<file path="src/rtl/writeback_buf.sv">
// writeback_buf: circular buffer of evicted dirty cache blocks waiting to be
// written to memory.
//   - Write side  : wr_valid/wr_addr/wr_data in, wr_ready out. A write whose
//                   block tag matches a buffered entry that is not currently
//                   being written to memory is merged into that entry (coalescing).
//   - Read side   : rd_addr in, fwd_hit/fwd_data out. This is a combinational
//                   lookup that returns the youngest matching entry.
//   - Memory side : mem_req/mem_addr/mem_wdata out, mem_ack in. Requests are
//                   registered and stay stable until mem_ack is seen.
//   - Control     : flush in (blocks new writes while draining), busy out.
// Reset is asynchronous and active-high.
module writeback_buf #(
    parameter  int unsigned DEPTH   = 4,
    localparam int unsigned WORD_W  = 32,
    localparam int unsigned BLOCK_W = 256,
    localparam int unsigned OFF_W   = 5,
    localparam int unsigned TAG_W   = WORD_W - OFF_W,
    localparam int unsigned PTR_W   = $clog2(DEPTH),
    localparam int unsigned CNT_W   = PTR_W + 1
) (
    input  logic               clk,
    input  logic               rst,
    input  logic               wr_valid,
    input  logic [WORD_W-1:0]  wr_addr,
    input  logic [BLOCK_W-1:0] wr_data,
    output logic               wr_ready,
    input  logic [WORD_W-1:0]  rd_addr,
    output logic               fwd_hit,
    output logic [BLOCK_W-1:0] fwd_data,
    output logic               mem_req,
    output logic [WORD_W-1:0]  mem_addr,
    output logic [BLOCK_W-1:0] mem_wdata,
    input  logic               mem_ack,
    input  logic               flush,
    output logic               busy
);

    typedef enum logic {
        S_IDLE  = 1'b0,
        S_WRITE = 1'b1
    } state_e;

    state_e               state_q;
    logic [CNT_W-1:0]     count_q;
    logic [PTR_W-1:0]     head_q;
    logic [PTR_W-1:0]     tail_q;
    logic [DEPTH-1:0]     valid_q;
    logic [TAG_W-1:0]     tag_q  [DEPTH];
    logic [BLOCK_W-1:0]   data_q [DEPTH];
    logic                 mem_req_q;
    logic [WORD_W-1:0]    mem_addr_q;
    logic [BLOCK_W-1:0]   mem_wdata_q;

    logic [TAG_W-1:0]     wr_tag;
    logic [TAG_W-1:0]     rd_tag;
    logic                 coal_hit;
    logic [PTR_W-1:0]     coal_idx;
    logic                 accept;
    logic                 do_coal;
    logic                 do_push;
    logic                 do_pop;
    logic                 lk_hit;
    logic [BLOCK_W-1:0]   lk_data;
    logic [PTR_W-1:0]     lk_idx;
    logic [2*OFF_W-1:0]   unused_offset_bits;

    assign wr_tag = wr_addr[WORD_W-1:OFF_W];
    assign rd_tag = rd_addr[WORD_W-1:OFF_W];
    assign unused_offset_bits = {wr_addr[OFF_W-1:0], rd_addr[OFF_W-1:0]};

    // Coalesce target: a valid entry with the same tag, except the head while
    // memory is writing it. Allocation rules keep at most one such entry.
    always_comb begin
        coal_hit = 1'b0;
        coal_idx = '0;
        for (int unsigned i = 0; i < DEPTH; i++) begin
            if (valid_q[i] && (tag_q[i] == wr_tag) &&
                !((state_q == S_WRITE) && (PTR_W'(i) == head_q))) begin
                coal_hit = 1'b1;
                coal_idx = PTR_W'(i);
            end
        end
    end

    assign wr_ready = !flush && ((count_q < CNT_W'(DEPTH)) || coal_hit);
    assign accept   = wr_valid && wr_ready;
    assign do_coal  = accept && coal_hit;
    assign do_push  = accept && !coal_hit;
    assign do_pop   = (state_q == S_WRITE) && mem_ack;

    // Forwarding: walk entries from oldest to youngest so the last match wins.
    always_comb begin
        lk_hit  = 1'b0;
        lk_data = '0;
        lk_idx  = '0;
        for (int unsigned k = 0; k < DEPTH; k++) begin
            lk_idx = head_q + PTR_W'(k);
            if ((CNT_W'(k) < count_q) && valid_q[lk_idx] && (tag_q[lk_idx] == rd_tag)) begin
                lk_hit  = 1'b1;
                lk_data = data_q[lk_idx];
            end
        end
    end

    assign fwd_hit   = lk_hit;
    assign fwd_data  = lk_data;
    assign busy      = (count_q != '0) || (state_q == S_WRITE);
    assign mem_req   = mem_req_q;
    assign mem_addr  = mem_addr_q;
    assign mem_wdata = mem_wdata_q;

    // Entry storage, pointers and the drain FSM.
    always_ff @(posedge clk or posedge rst) begin
        if (rst) begin
            state_q     <= S_IDLE;
            count_q     <= '0;
            head_q      <= '0;
            tail_q      <= '0;
            valid_q     <= '0;
            mem_req_q   <= 1'b0;
            mem_addr_q  <= '0;
            mem_wdata_q <= '0;
            for (int unsigned i = 0; i < DEPTH; i++) begin
                tag_q[i]  <= '0;
                data_q[i] <= '0;
            end
        end else begin
            if (do_coal) begin
                data_q[coal_idx] <= wr_data;
            end
            if (do_push) begin
                tag_q[tail_q]   <= wr_tag;
                data_q[tail_q]  <= wr_data;
                valid_q[tail_q] <= 1'b1;
                tail_q          <= tail_q + PTR_W'(1);
            end
            if (do_pop) begin
                valid_q[head_q] <= 1'b0;
                head_q          <= head_q + PTR_W'(1);
            end
            case ({do_push, do_pop})
                2'b10:   count_q <= count_q + CNT_W'(1);
                2'b01:   count_q <= count_q - CNT_W'(1);
                default: count_q <= count_q;
            endcase

            case (state_q)
                S_IDLE: begin
                    if (count_q != '0) begin
                        state_q    <= S_WRITE;
                        mem_req_q  <= 1'b1;
                        mem_addr_q <= {tag_q[head_q], OFF_W'(0)};
                        // A write merging into the head on this same edge must
                        // reach memory, so take it instead of the stale copy.
                        mem_wdata_q <= (do_coal && (coal_idx == head_q)) ? wr_data
                                                                         : data_q[head_q];
                    end
                end
                S_WRITE: begin
                    if (mem_ack) begin
                        state_q   <= S_IDLE;
                        mem_req_q <= 1'b0;
                    end
                end
                default: begin
                    state_q   <= S_IDLE;
                    mem_req_q <= 1'b0;
                end
            endcase
        end
    end

endmodule

</file>
<file path="config.mk">
export PLATFORM = sky130hd
export DESIGN_NAME = writeback_buf
export DESIGN_NICKNAME = d
export VERILOG_FILES = /design/src/rtl/writeback_buf.sv
export SDC_FILE = /design/constraint.sdc
export NUM_CORES = 2
export LEC_CHECK = 0
export ABC_AREA = 1
export CORE_ASPECT_RATIO = 1.4
export CORE_MARGIN = 2
export CORE_UTILIZATION = 30
export CTS_CLUSTER_DIAMETER = 40
export DETAILED_ROUTE_END_ITERATION = 10
export DONT_BUFFER_PORTS = 1
export SLEW_MARGIN = 40
export SYNTH_ARGS = -nofsm -noshare
export SYNTH_HDL_FRONTEND = slang
export SYNTH_SLANG_ARGS = --single-unit
</file>
<file path="constraint.sdc">
create_clock -name clk -period 78.9 [get_ports clk]
set_input_delay 3.945 -clock clk [delete_from_list [all_inputs] [get_ports clk]]
set_output_delay 3.945 -clock clk [all_outputs]
set_load 0.02 [all_outputs]
</file>
==> impl_metrics.tcl <==
set metrics [dict create \
    total_power_density_per_cell_area_nw_per_um2 45.8 \
    synth.top_cells.by_area "sky130_fd_sc_hd__dfrtp_1 (36%), sky130_fd_sc_hd__nand2_1 (22%), sky130_fd_sc_hd__nand3_1 (8.7%), sky130_fd_sc_hd__mux2i_1 (7.6%), sky130_fd_sc_hd__o21ai_0 (6.3%)" \
    yosys_warnings 0 \
    mappedNetlistArea_um2 99700 \
    drt_iter0_drc 9627 \
    dp_cells 18300 \
    top_level_ports 873 \
    cp_cell_sequence "xor2_1 -> nand2_1 -> nor3_1 -> nand3_1 -> nor2_4 -> buf_4 -> buf_6 -> buf_6 -> buf_4 -> o211ai_1 -> nand2_1" \
    starting_density_of_the_core 0.301 \
    met3RoutedLength_um 37500 \
    maxSlewHeadroom 0.310 \
    r2r_cells 13 \
    power.leakage_nw 58.4 \
    core_area_um2 331000 \
    post-synth-top-area-fraction 0.358 \
    final_design_area_no_fill_um2 111000 \
    tightestPinTransition_ps 1040 \
    final.period_utilization 0.164 \
    wl_met1_um 164000 \
    routed_via_density 5.35 \
    wl_per_cell_um 22.5 \
    num_rows 250 \
    cap_viol_max_count 0 \
    worstSetupPathDepth 11 \
    preCtsSetupSlack_ps 66080 \
    worst-path-max-fanout 74 \
    run_status "finished clean" \
    final_net_count 14487 \
    synth-edff-count 0 \
    post_route_ant_nets 0 \
    count_of_endpoints_failing_hold_in_the_final_timing_report 0 \
    yosysUniqueCellTypes 35 \
    worstSetupPathType "primary input to primary output" \
    cts_htree_levels 4 \
    worstPathBufferInverterCount 4 \
    post_layout_nonfiller_instances 18761 \
    vias_in_the_first_global_route 94684 \
    antenna_found_initial 7 \
    total_switching_power_mw 2.44 \
    clock_path_buffers 4 \
    crit_path_end_kind "primary output" \
    final_critical_path_setup_slack_ps 65930 \
    hold_buf_cts 0 \
    cts.sinks 1428 \
    grt_pass1_wl_um 624000 \
    synthToLayoutAreaGrowth_pct 11.0 \
    ys_seq_elements 1428 \
    peakVddDrop_mv 0.0789 \
    hold_path.class "flop to flop" \
    yosysSeqAreaShare 0.358 \
    die_area_um2 337000 \
    postCtsSetupBuffers 0 \
    detail_route.drc_violations 0 \
    cts_root_buf "sky130_fd_sc_hd__clkbuf_16" \
    async_sr_flop_fraction 1.00 \
    cp_slowest_stage_delay_ps 680 \
    drt_pre_antenna_iters 7 \
    post_cts_resize_count 0 \
    wl_met2_um 196000 \
    p_comb_frac 0.494 \
    gp_congestion 0.967 \
    max_freq_mhz 77.1 \
    grt_start_max_net_pins 199 \
    tritoncts_clock_tree "done" \
    place.port_buffers 0 \
    clock_power_share 0.221 \
    die_w_um 491 \
    rsz0062_at_grt "no" \
    synth_top_area_cell "sky130_fd_sc_hd__dfrtp_1" \
    final_max_slew_viol_count 0 \
    synth.cells.most_frequent "sky130_fd_sc_hd__nand2_1 (5939), sky130_fd_sc_hd__nand3_1 (1736), sky130_fd_sc_hd__dfrtp_1 (1428)" \
    insertion_delay_ps 930 \
    post_synthesis_cell_count 14885 \
    power.total_mw 5.07 \
    p_seq_frac 0.286 \
    top_signal_layer_used "met5" \
    cts_made_buffers 246 \
    critPathSlowestCell "sky130_fd_sc_hd__buf_4" \
    setup-tns-final_ps 0 \
    finalWirelength_um 423000 \
    synth_top_flop_cell "sky130_fd_sc_hd__dfrtp_1" \
    grt_usage 0.241 \
    drive_gt1_frac 0.0465 \
    dp.final_hpwl_um 262000 \
    fin_crit_ps 12980 \
    dpl-instance-area_um2 102000 \
    startpoint_type_of_the_worst_setup_path "primary input" \
    p_sw_frac 0.482 \
    post_synth.cell_area_avg_um2 6.70 \
    power.internal_mw 2.63 \
    crit_family "buffers and inverters" \
    hold_depth 2 \
    yosys.cell_count.top_type "sky130_fd_sc_hd__nand2_1" \
    clock-skew-final_ps 128 \
    setup_viol 0 \
    timing.critical_path.required_ps 74960 \
    cts_clk_pin_slew_worst_paths_ps 50 \
    globalRouteOverflowTotal 0 \
    crit_arrival_ps 9030 \
    via_count 100394 \
    dieHeight_um 686 \
]
## final timing paths
check	slack [ps]	end	start
hold reg to reg	510	data_q[934]	data_q[934]
min in group asynchronous	2950	mem_wdata[254]	rst
hold / removal	510	data_q[934]	data_q[934]
setup / recovery	65930	fwd_data[225]	rd_addr[23]
max in group asynchronous	71130	mem_wdata[92]	rst
setup reg to reg	72160	mem_wdata[97]	head_q[0]
## state kept, by name, summed over array words and instances (netlist names)
register and flops:
tail_q 2, tag_q 108, valid_q 4, data_q 1024, count_q 3, mem_wdata 256
mem_addr 27, state_q 1, head_q 2, mem_req 1
## power groups by stage
stage / registers (mW) / logic (mW) / clock network (mW)
floorplan: 1.35 / 1.94 / 0
global placement: 1.45 / 2.40 / 0
detailed placement: 1.45 / 2.46 / 0
CTS: 1.44 / 2.47 / 1.13
global route: 1.49 / 2.81 / 1.16
finish: 1.45 / 2.50 / 1.12
## cell usage in the layout, fill, tap and decap left out, types with 17 or more instances in the layout
cell / count
sky130_fd_sc_hd__a21oi_1: 434
sky130_fd_sc_hd__buf_12: 33
sky130_fd_sc_hd__buf_4: 84
sky130_fd_sc_hd__buf_6: 49
sky130_fd_sc_hd__bufinv_16: 28
sky130_fd_sc_hd__clkbuf_1: 18
sky130_fd_sc_hd__clkbuf_16: 247
sky130_fd_sc_hd__clkbuf_8: 20
sky130_fd_sc_hd__clkinv_2: 24
sky130_fd_sc_hd__clkinv_4: 23
sky130_fd_sc_hd__clkinvlp_4: 41
sky130_fd_sc_hd__dfrtp_1: 1426
sky130_fd_sc_hd__inv_1: 1049
sky130_fd_sc_hd__inv_2: 17
sky130_fd_sc_hd__inv_6: 34
sky130_fd_sc_hd__mux2i_1: 757
sky130_fd_sc_hd__nand2_1: 5933
sky130_fd_sc_hd__nand3_1: 1732
sky130_fd_sc_hd__nand3b_1: 173
sky130_fd_sc_hd__nand4_1: 19
sky130_fd_sc_hd__nor2_1: 190
sky130_fd_sc_hd__o211ai_1: 291
sky130_fd_sc_hd__o21a_1: 256
sky130_fd_sc_hd__o21ai_0: 1260
sky130_fd_sc_hd__o21ai_1: 74
sky130_fd_sc_hd__xor2_1: 21
## worst reg2reg max path: stages (launching register included)
cell and delay, ps:
sky130_fd_sc_hd__dfrtp_4 540, sky130_fd_sc_hd__buf_6 570, sky130_fd_sc_hd__buf_6 640, sky130_fd_sc_hd__buf_4 780
sky130_fd_sc_hd__buf_12 480, sky130_fd_sc_hd__buf_16 440, sky130_fd_sc_hd__buf_6 780, sky130_fd_sc_hd__buf_6 730
sky130_fd_sc_hd__buf_4 800, sky130_fd_sc_hd__mux2i_1 340, sky130_fd_sc_hd__o21a_1 170, sky130_fd_sc_hd__o21ai_0 90
sky130_fd_sc_hd__nand3_1 190, sky130_fd_sc_hd__nand2_1 80
## cells by family (layout without fill, tap and decap cells)
kind of cell / count (synthesis) / after routing / share of synthesized area
xor gates and xnor gates: 32 / 32 / 0.00281
buffers and inverters: 2241 / 1700 / 0.0963
DFF: 1428 / 1428 / 0.358
other: 1 / 8 / 0.0000376
AOI/OAI and AO/OA: 2324 / 2324 / 0.131
and+or+nand+nor: 8089 / 8089 / 0.334
adders and majority gates: 13 / 13 / 0.00163
muxes: 757 / 757 / 0.0760
## layer usage
layer	up-vias	track usage
met5	-	0
li1	46822	-
met1	48016	0.288
met3	1078	0.0528
met2	4472	0.400
met4	6	0.133
## cell type report
cell class	count	area, µm²
antenna	3	7.51
clock buffer	285	6520
clock inverter	162	1940
fill	35565	220000
inverter	1071	4060
multi-input combinational	11220	54600
sequential	1428	35700
tap	4410	5520
timing repair buffer	182	2280
## through the flow
stage	utilization	hold slack, ps
after floorplan	-	475
after global placement	0.306	490
after detailed placement	0.308	494
after CTS	0.333	509
after global routing	0.334	527
final	0.334	505
Note: power is estimated with default switching activity, not from simulation.
